==> src/rtl/chimera_wide_bypass_sequencer.sv <==
// chimera_wide_bypass_sequencer
//
// Purpose: turns an asynchronous-to-traffic bypass request into a glitch-free
// bypass_mode_o for the cluster adapter's wide-port demux. Outstanding wide
// writes (AW -> B) and reads (AR -> R last) are counted. The AW/AR address gate
// is closed before the mode flips, and all outstanding traffic is drained
// first. An address valid that is already presented downstream is never
// withdrawn before its handshake.
//
// Ports:
//   clk_i                       SoC clock
//   rst_i                       synchronous active-high reset
//   bypass_req_i                requested mode (1 = route wide traffic narrow)
//   bypass_mode_o               applied mode (registered)
//   switching_o                 high while a mode change is in progress (registered)
//   error_o                     sticky counter-underflow flag (registered)
//   slv_aw_valid_i/_ready_o     upstream AW handshake
//   mst_aw_valid_o/_ready_i     downstream AW handshake
//   slv_ar_valid_i/_ready_o     upstream AR handshake
//   mst_ar_valid_o/_ready_i     downstream AR handshake
//   b_valid_i, b_ready_i        observed B handshake
//   r_valid_i, r_ready_i, r_last_i  observed R handshake
//   wr_outstanding_o            outstanding write count (registered)
//   rd_outstanding_o            outstanding read count (registered)
module chimera_wide_bypass_sequencer #(
  parameter int unsigned MaxOutstanding = 8,
  parameter int unsigned CntWidth       = $clog2(MaxOutstanding + 1)
) (
  input  logic                clk_i,
  input  logic                rst_i,
  input  logic                bypass_req_i,
  output logic                bypass_mode_o,
  output logic                switching_o,
  output logic                error_o,
  input  logic                slv_aw_valid_i,
  output logic                slv_aw_ready_o,
  output logic                mst_aw_valid_o,
  input  logic                mst_aw_ready_i,
  input  logic                slv_ar_valid_i,
  output logic                slv_ar_ready_o,
  output logic                mst_ar_valid_o,
  input  logic                mst_ar_ready_i,
  input  logic                b_valid_i,
  input  logic                b_ready_i,
  input  logic                r_valid_i,
  input  logic                r_ready_i,
  input  logic                r_last_i,
  output logic [CntWidth-1:0] wr_outstanding_o,
  output logic [CntWidth-1:0] rd_outstanding_o
);

  typedef enum logic [1:0] {
    ST_STABLE = 2'd0,
    ST_DRAIN  = 2'd1,
    ST_SWITCH = 2'd2
  } state_e;

  localparam logic [CntWidth-1:0] CNT_MAX  = CntWidth'(MaxOutstanding);
  localparam logic [CntWidth-1:0] CNT_ONE  = CntWidth'(1);
  localparam logic [CntWidth-1:0] CNT_ZERO = CntWidth'(0);

  state_e              state_r;
  logic                target_r;
  logic                mode_r;
  logic                switching_r;
  logic                err_r;
  logic [CntWidth-1:0] wr_cnt_r;
  logic [CntWidth-1:0] rd_cnt_r;
  logic                aw_pend_r;
  logic                ar_pend_r;

  logic                aw_open_s;
  logic                ar_open_s;
  logic                wr_inc_s;
  logic                wr_dec_s;
  logic                rd_inc_s;
  logic                rd_dec_s;
  logic [CntWidth:0]   wr_step_s;
  logic [CntWidth:0]   rd_step_s;

  // Counter update: returns {underflow, next_value}. An unmatched decrement at
  // zero holds zero and reports underflow; increment and decrement together cancel.
  function automatic logic [CntWidth:0] cnt_step(input logic [CntWidth-1:0] cnt,
                                                 input logic inc,
                                                 input logic dec);
    logic [CntWidth:0] res;
    case ({inc, dec})
      2'b10: res = {1'b0, cnt + CNT_ONE};
      2'b01: begin
        if (cnt == CNT_ZERO) begin
          res = {1'b1, CNT_ZERO};
        end else begin
          res = {1'b0, cnt - CNT_ONE};
        end
      end
      default: res = {1'b0, cnt};
    endcase
    return res;
  endfunction

  // Address gate: open while STABLE, or while a presented valid awaits its
  // handshake. The cap check cannot drop a pending valid because a counter only
  // rises on its own channel's handshake.
  always_comb begin
    aw_open_s      = (state_r == ST_STABLE) | aw_pend_r;
    ar_open_s      = (state_r == ST_STABLE) | ar_pend_r;
    mst_aw_valid_o = slv_aw_valid_i & aw_open_s & (wr_cnt_r < CNT_MAX);
    slv_aw_ready_o = mst_aw_ready_i & aw_open_s & (wr_cnt_r < CNT_MAX);
    mst_ar_valid_o = slv_ar_valid_i & ar_open_s & (rd_cnt_r < CNT_MAX);
    slv_ar_ready_o = mst_ar_ready_i & ar_open_s & (rd_cnt_r < CNT_MAX);
  end

  // Handshake decode and next counter values.
  always_comb begin
    wr_inc_s  = mst_aw_valid_o & mst_aw_ready_i;
    wr_dec_s  = b_valid_i & b_ready_i;
    rd_inc_s  = mst_ar_valid_o & mst_ar_ready_i;
    rd_dec_s  = r_valid_i & r_ready_i & r_last_i;
    wr_step_s = cnt_step(wr_cnt_r, wr_inc_s, wr_dec_s);
    rd_step_s = cnt_step(rd_cnt_r, rd_inc_s, rd_dec_s);
  end

  // Outstanding counters, pending-valid flags and sticky error.
  always_ff @(posedge clk_i) begin
    if (rst_i) begin
      wr_cnt_r  <= CNT_ZERO;
      rd_cnt_r  <= CNT_ZERO;
      aw_pend_r <= 1'b0;
      ar_pend_r <= 1'b0;
      err_r     <= 1'b0;
    end else begin
      wr_cnt_r  <= wr_step_s[CntWidth-1:0];
      rd_cnt_r  <= rd_step_s[CntWidth-1:0];
      aw_pend_r <= mst_aw_valid_o & ~mst_aw_ready_i;
      ar_pend_r <= mst_ar_valid_o & ~mst_ar_ready_i;
      err_r     <= err_r | wr_step_s[CntWidth] | rd_step_s[CntWidth];
    end
  end

  // Mode sequencer: STABLE -> DRAIN on request mismatch, DRAIN -> SWITCH once
  // nothing is outstanding or pending, SWITCH applies the latched target.
  always_ff @(posedge clk_i) begin
    if (rst_i) begin
      state_r     <= ST_STABLE;
      target_r    <= 1'b0;
      mode_r      <= 1'b0;
      switching_r <= 1'b0;
    end else begin
      case (state_r)
        ST_STABLE: begin
          if (bypass_req_i != mode_r) begin
            target_r    <= bypass_req_i;
            state_r     <= ST_DRAIN;
            switching_r <= 1'b1;
          end else begin
            state_r     <= ST_STABLE;
            switching_r <= 1'b0;
          end
        end
        ST_DRAIN: begin
          if ((wr_cnt_r == CNT_ZERO) && (rd_cnt_r == CNT_ZERO) &&
              !aw_pend_r && !ar_pend_r) begin
            state_r <= ST_SWITCH;
          end else begin
            state_r <= ST_DRAIN;
          end
        end
        ST_SWITCH: begin
          mode_r      <= target_r;
          state_r     <= ST_STABLE;
          switching_r <= 1'b0;
        end
        default: begin
          state_r     <= ST_STABLE;
          switching_r <= 1'b0;
        end
      endcase
    end
  end

  assign bypass_mode_o    = mode_r;
  assign switching_o      = switching_r;
  assign error_o          = err_r;
  assign wr_outstanding_o = wr_cnt_r;
  assign rd_outstanding_o = rd_cnt_r;

endmodule

==> config.mk <==
export PLATFORM = sky130hd
export DESIGN_NAME = chimera_wide_bypass_sequencer
export DESIGN_NICKNAME = d
export VERILOG_FILES = /design/src/rtl/chimera_wide_bypass_sequencer.sv
export SDC_FILE = /design/constraint.sdc
export NUM_CORES = 1
export LEC_CHECK = 0
export BUFFER_PORTS_ARGS = -buffer_cell sky130_fd_sc_hd__buf_2
export CAP_MARGIN = 0
export CELL_PAD_IN_SITES_DETAIL_PLACEMENT = 1
export CELL_PAD_IN_SITES_GLOBAL_PLACEMENT = 1
export CORE_ASPECT_RATIO = 0.75
export CORE_UTILIZATION = 41
export DETAILED_ROUTE_END_ITERATION = 16
export GPL_TIMING_DRIVEN = 0
export PLACE_DENSITY = 0.85
export SETUP_SLACK_MARGIN = 0.1
export SLEW_MARGIN = 20
export SYNTH_ARGS = -nofsm -noshare
export SYNTH_HDL_FRONTEND = slang
export SYNTH_SLANG_ARGS = --single-unit
==> constraint.sdc <==
create_clock -name clk_i -period 5.2 [get_ports clk_i]
set_clock_uncertainty 0.1 [all_clocks]
set_input_delay 0.26 -clock clk_i [delete_from_list [all_inputs] [get_ports clk_i]]
set_output_delay 0.26 -clock clk_i [all_outputs]
set_load 0.01 [all_outputs]
; After elaboration in Yosys (flattened, before gate mapping)
; Cells that the tools add are included.
[op_classes]
n_mux = 9
reduce_logical = 11
add_sub_neg = 4
n_bitwise = 21
magnitude_cmp = 2
n_eq_ne = 7
[ops]
columns = cell, n
row1 = $pmux W5 S2, 2
row2 = $and A1 B1 Y1, 15
row3 = $mux W5, 2
row4 = $add A4 B1 Y4 const B, 2
row5 = $logic_not A4 Y1, 2
row6 = $lt A4 B4 Y1 const B, 2
row7 = $sub A4 B1 Y4 const B, 2
row8 = $eq A2 B1 Y1 const B, 3
row9 = $eq A2 B2 Y1 const B, 3
row10 = $or A1 B1 Y1, 4
row11 = $pmux W2 S2, 1
row12 = $reduce_bool A2 Y1, 2
row13 = $logic_and A1 B1 Y1, 3
row14 = $logic_not A1 Y1, 2
row15 = $logic_not A2 Y1, 1
row16 = $mux W1, 2
row17 = $mux W2, 1
row18 = $not A1 Y1, 2
row19 = $pmux W1 S2, 1
row20 = $reduce_and A2 Y1, 1
row21 = $ne A1 B1 Y1, 1
[word_totals]
inputBits = 12
wordCells = 63
ff_bits = 16
out_inout_bits = 15

; Depth between registers and ports, before layout
[depth]
depth_word = 9
mapped_depth = 9
ltp_nobuf = 7

; Worst setup path after synthesis
; OpenSTA, ideal clock, no wires.
[synth_timing]
kind = flip-flop to flip-flop
from = reg state_r[0]
to = reg wr_cnt_r[3], in the netlist wr_outstanding_o[3]
slack_ps = 3161
arrival_ps = 1858
stages_incl_launch_ff = 9
synth_period_minus_slack_ps = 2039
required_time_ps = 5019
setup_time_ps = 81
path_buffers = 1
cell_sequence = dfxtp_1 nor2_1 o211a_1 nand2_1 ha_1 clkbuf_1 nor4b_1 mux2i_1 a41oi_1
[synth_via]
elab_chain_cells = 7
elab_cells_between_ends = 9
cone_classes = 2 x eq/ne / 1 x mux / 4 x bitwise / 2 x reduce/logical
[synth_lines]
columns = item, line_no
row1 = start: declaration, 62  ; state_e state_r;
row2 = start signal: assignment, 144  ; state_r <= ST_STABLE;
row3 = start signal: assignment, 153  ; state_r <= ST_DRAIN;
row4 = start signal: assignment, 156  ; state_r <= ST_STABLE;
row5 = $logic_not A2 Y1 (*), 105  ; aw_open_s = (state_r == ST_STABLE) | aw_pend_r;
row6 = $or A1 B1 Y1 (*), 105
row7 = $and A1 B1 Y1 (*) (2 in a row), 107  ; mst_aw_valid_o = slv_aw_valid_i & aw_open_s & (wr_cnt_r < CNT_MAX);
row8 = named net mst_aw_valid_o, 37  ; output logic mst_aw_valid_o,
row9 = $and A1 B1 Y1 (*), 115  ; wr_inc_s = mst_aw_valid_o & mst_aw_ready_i;
row10 = $eq A2 B1 Y1 / $eq A2 B2 Y1 (equally long branches), 87  ; case ({inc, dec})
row11 = $pmux W5 S2 / $reduce_bool A2 Y1 (equally long branches), -
row12 = end signal: assignment, 132  ; wr_cnt_r <= wr_step_s[CntWidth-1:0];
row13 = end: declaration, 67  ; logic [CntWidth-1:0] wr_cnt_r;
; Mark *: on every way through the listed nets, which the timed path passes. The rest lies on a longest branch.
; A chain may end at the register's enable or synchronous reset.

; Worst setup path in the final report
[layout_timing]
from = reg state_r[0]
to = reg wr_cnt_r[3], in the netlist wr_outstanding_o[3]
[layout_via]
elab_chain_cells = 7
elab_cells_between_ends = 9
cone_classes = 2 x eq/ne / 1 x mux / 4 x bitwise / 2 x reduce/logical
[layout_lines]
columns = item, line_no
row1 = $logic_not A2 Y1 (*), 105
row2 = $or A1 B1 Y1 (*), 105
row3 = $and A1 B1 Y1 (*) (2 in a row), 107
row4 = $and A1 B1 Y1 (*), 115
row5 = $eq A2 B1 Y1 / $eq A2 B2 Y1 (equally long branches), 87
row6 = $pmux W5 S2 / $reduce_bool A2 Y1 (equally long branches), -
; Every way passes the cells marked *; elsewhere a longest branch is shown, timed or not.

==> qor.txt <==
initial drt markers -> 38
final wirelength -> 3020 µm
CP required -> 5.32 ns
design area -> 0.00128 mm²
Reg2Reg Setup Slack -> 2.85 ns
Net Switching -> 0.105 mW
CP peak stage delay -> 0.39 ns
Hold Crit Class -> input pin to register
pre-CTS setup slack -> 2.83 ns
Skew-Pair Late Insertion Delay -> 0.29 ns
number of port buffers -> 25
final setup fails -> 0
Post-synth EDFFs -> 0
Crit Path Category -> register to register
fillcell total -> 312
setup TNS -> 0 ns
crit path launch -> state_r[0]$_SDFF_PP0_
worst-margin pin slew -> 0.501 ns
worst reg2reg startpoint -> state_r[0]$_SDFF_PP0_
gr ovfl total -> 0
Starting Density -> 45.0%
final worst slack -> 2.85 ns
Critical Path Start Type -> register
fin crit share -> 45.3%
worst hold start -> mst_ar_ready_i
# resized after CTS -> 0
syn_nets -> 149
Tot Pwr -> 0.319 mW
# diodes -> 0
ys flop type -> dfxtp_1
vias in the first global route -> 1098
CP cell instances -> nor2_1 > o211a_1 > nand2_1 > ha_1 > clkbuf_1 > nor4b_1 > mux2i_1 > a41oi_1
row cnt -> 15
cts hold-fix bufs -> 0
WHS -> 0.0649 ns
drt first pass iters -> 4
global-route wire length before repair -> 5060 µm
synthesized instance count -> 127
max frequency -> 425 MHz
GRT Total Usage -> 24.9%
minimum clock period -> 2.35 ns
# clock sinks -> 16
Synthesis Warnings -> 0
Area Overhead vs Synth -> 19.0%
final hold vios -> 0
die area -> 0.00283 mm²
Final Non-Filler Cells -> 190
pwr/cell area -> 250 mW/mm²
status -> complete, no violations
Clock power frac -> 27.1%
Residual DRC -> 0
CTS H-tree lvls -> 1
Arrival @ worst endpoint -> 2.47 ns
routed len/inst -> 15.9 µm
share of layout cells above drive strength 1 -> 21.2%
Seq. cell area -> 320 µm²
DR vias -> 1055
multi-input logic area -> 692 µm²
pin count of the biggest net entering global routing -> 11
Root Driver -> clkbuf_4
RSZ-0062 raised after global routing -> no
cell area after placement -> 0.00124 mm²
drt via density -> 5.55
Mapped Area -> 0.00107 mm²
Ports -> 27
Combinational Power Share -> 28.2%
Worst Setup End Kind -> register
die height -> 46.3 µm
Internal -> 0.214 mW
worst-path maximum fanout -> 10
DP HPWL -> 2270 µm
slew margin rel. -> 66.6%
Netlist cell types -> 36
Final nets -> 179
CTS tree -> yes
max-slew violations -> 0
Mean Syn Cell Area -> 8.45 µm²
Post-DRT Antenna Nets -> 0
GP Congestion -> 0.802
Sw Share -> 33.0%
Worst-path clk slew -> 0.11 ns
die width -> 61.1 µm
P_leak -> 0.587 nW
max cap viols -> 0
CP max-delay cell -> dfxtp_1
post-layout util -> 53.6%
initial antenna violation count -> 0
TritonCTS Buffers -> 3
clock buffer depth -> 2
Setup Buffers After CTS -> 0
sequential share of power -> 44.8%
#FFs+latches synth -> 16
async set or reset register ratio after synthesis -> 0%
total core area -> 0.00238 mm²
placed insts -> 186
Max VDD drop -> 136 µV
part of the Yosys area used for sequential elements -> 29.8%
## layer usage
layer  up-vias  global-route usage [%]  wire length [µm]
li1        518                       -                 -
met5         -                       0                 0
met3         2                    5.06                84
met1       522                    27.8              1350
met4         0                    4.09                14
met2        13                    49.1              1570
## final timing paths
check,to,depth (start not counted)
setup / recovery,wr_outstanding_o[3]$_SDFFE_PP0P_,8
hold / removal,ar_pend_r$_SDFF_PP0_,2
setup reg to reg,wr_outstanding_o[3]$_SDFFE_PP0P_,8
hold reg to reg,switching_o$_SDFFE_PP0N_,2
## cells in the mapped netlist, types with 2 or more instances
library cell / number / area, µm²
dfxtp_1: 16 / 320
inv_1: 11 / 41.3
ha_1: 10 / 125
nor2_1: 8 / 30.0
nor3b_1: 7 / 52.6
o21ai_0: 7 / 35.0
a21oi_1: 6 / 30.0
nand2_1: 6 / 22.5
nor2b_1: 5 / 31.3
clkbuf_1: 4 / 15.0
o211a_1: 4 / 40.0
a221oi_1: 3 / 26.3
a31oi_1: 3 / 18.8
and2_1: 3 / 18.8
mux2i_1: 3 / 30.0
nand3_1: 3 / 15.0
nand2b_1: 2 / 12.5
nand4b_1: 2 / 17.5
nor3_1: 2 / 10.0
o211ai_1: 2 / 15.0
o22ai_1: 2 / 12.5
or3_1: 2 / 12.5
or3b_2: 2 / 17.5
or4b_1: 2 / 20.0
## cells in the final DEF (no fill, tap or decap), drive strengths merged, types with 3 or more instances in the layout
master	instances
nor2	8
o21ai	7
nand3	3
nand2	6
a31oi	3
a221oi	3
inv	11
dfxtp	16
nor2b	5
o211a	4
and2	3
mux2i	3
nor3b	7
buf	25
ha	10
a21oi	6
clkbuf	9
## sequential cells by signal, summed over array words and instances (netlist names)
register and count:
wr_outstanding_o 4, rd_outstanding_o 4, error_o 1, ar_pend_r 1
switching_o 1, target_r 1, bypass_mode_o 1, aw_pend_r 1
state_r 2
## logic make-up after synthesis
| group | synth area share (%) |
|---|---|
| AOI/OAI and AO/OA | 20.4 |
| xor gates and xnor gates | 0.816 |
| adders and majority gates | 11.7 |
| buffers and inverters | 5.71 |
| DFF | 29.8 |
| muxes | 2.80 |
| and+or+nand+nor | 28.8 |
## critical path, delay by kind of cell, from the launching register on
family                   cells  cell delay (ns)
AND/OR/NAND/NOR              3             0.72
AO/OA/AOI/OAI                2             0.45
flip-flops                   1             0.39
adder cells (fa/ha/maj)      1             0.29
buffers and inverters        1             0.22
multiplexers                 1             0.12
## layout make-up
cell class | count | share of cell area (%)
multi-input cells | 95 | 54.2
flip-flops and latches | 16 | 25.1
repair buffers | 25 | 9.79
well taps | 34 | 3.33
inverters | 11 | 3.23
clock buffers | 4 | 2.84
plain buffers | 5 | 1.57
## power groups by stage
stage,Sequential (mW),Clock [mW],Combinational [mW]
3_5_place_dp,0.145,0,0.0893
4_1_cts,0.143,0.0876,0.0903
5_1_grt,0.144,0.0925,0.101
6_report,0.143,0.0863,0.0898
2_1_floorplan,0.145,0,0.0578
3_3_place_gp,0.144,0,0.0839
No activity file was read; power rests on OpenSTA's default activity.
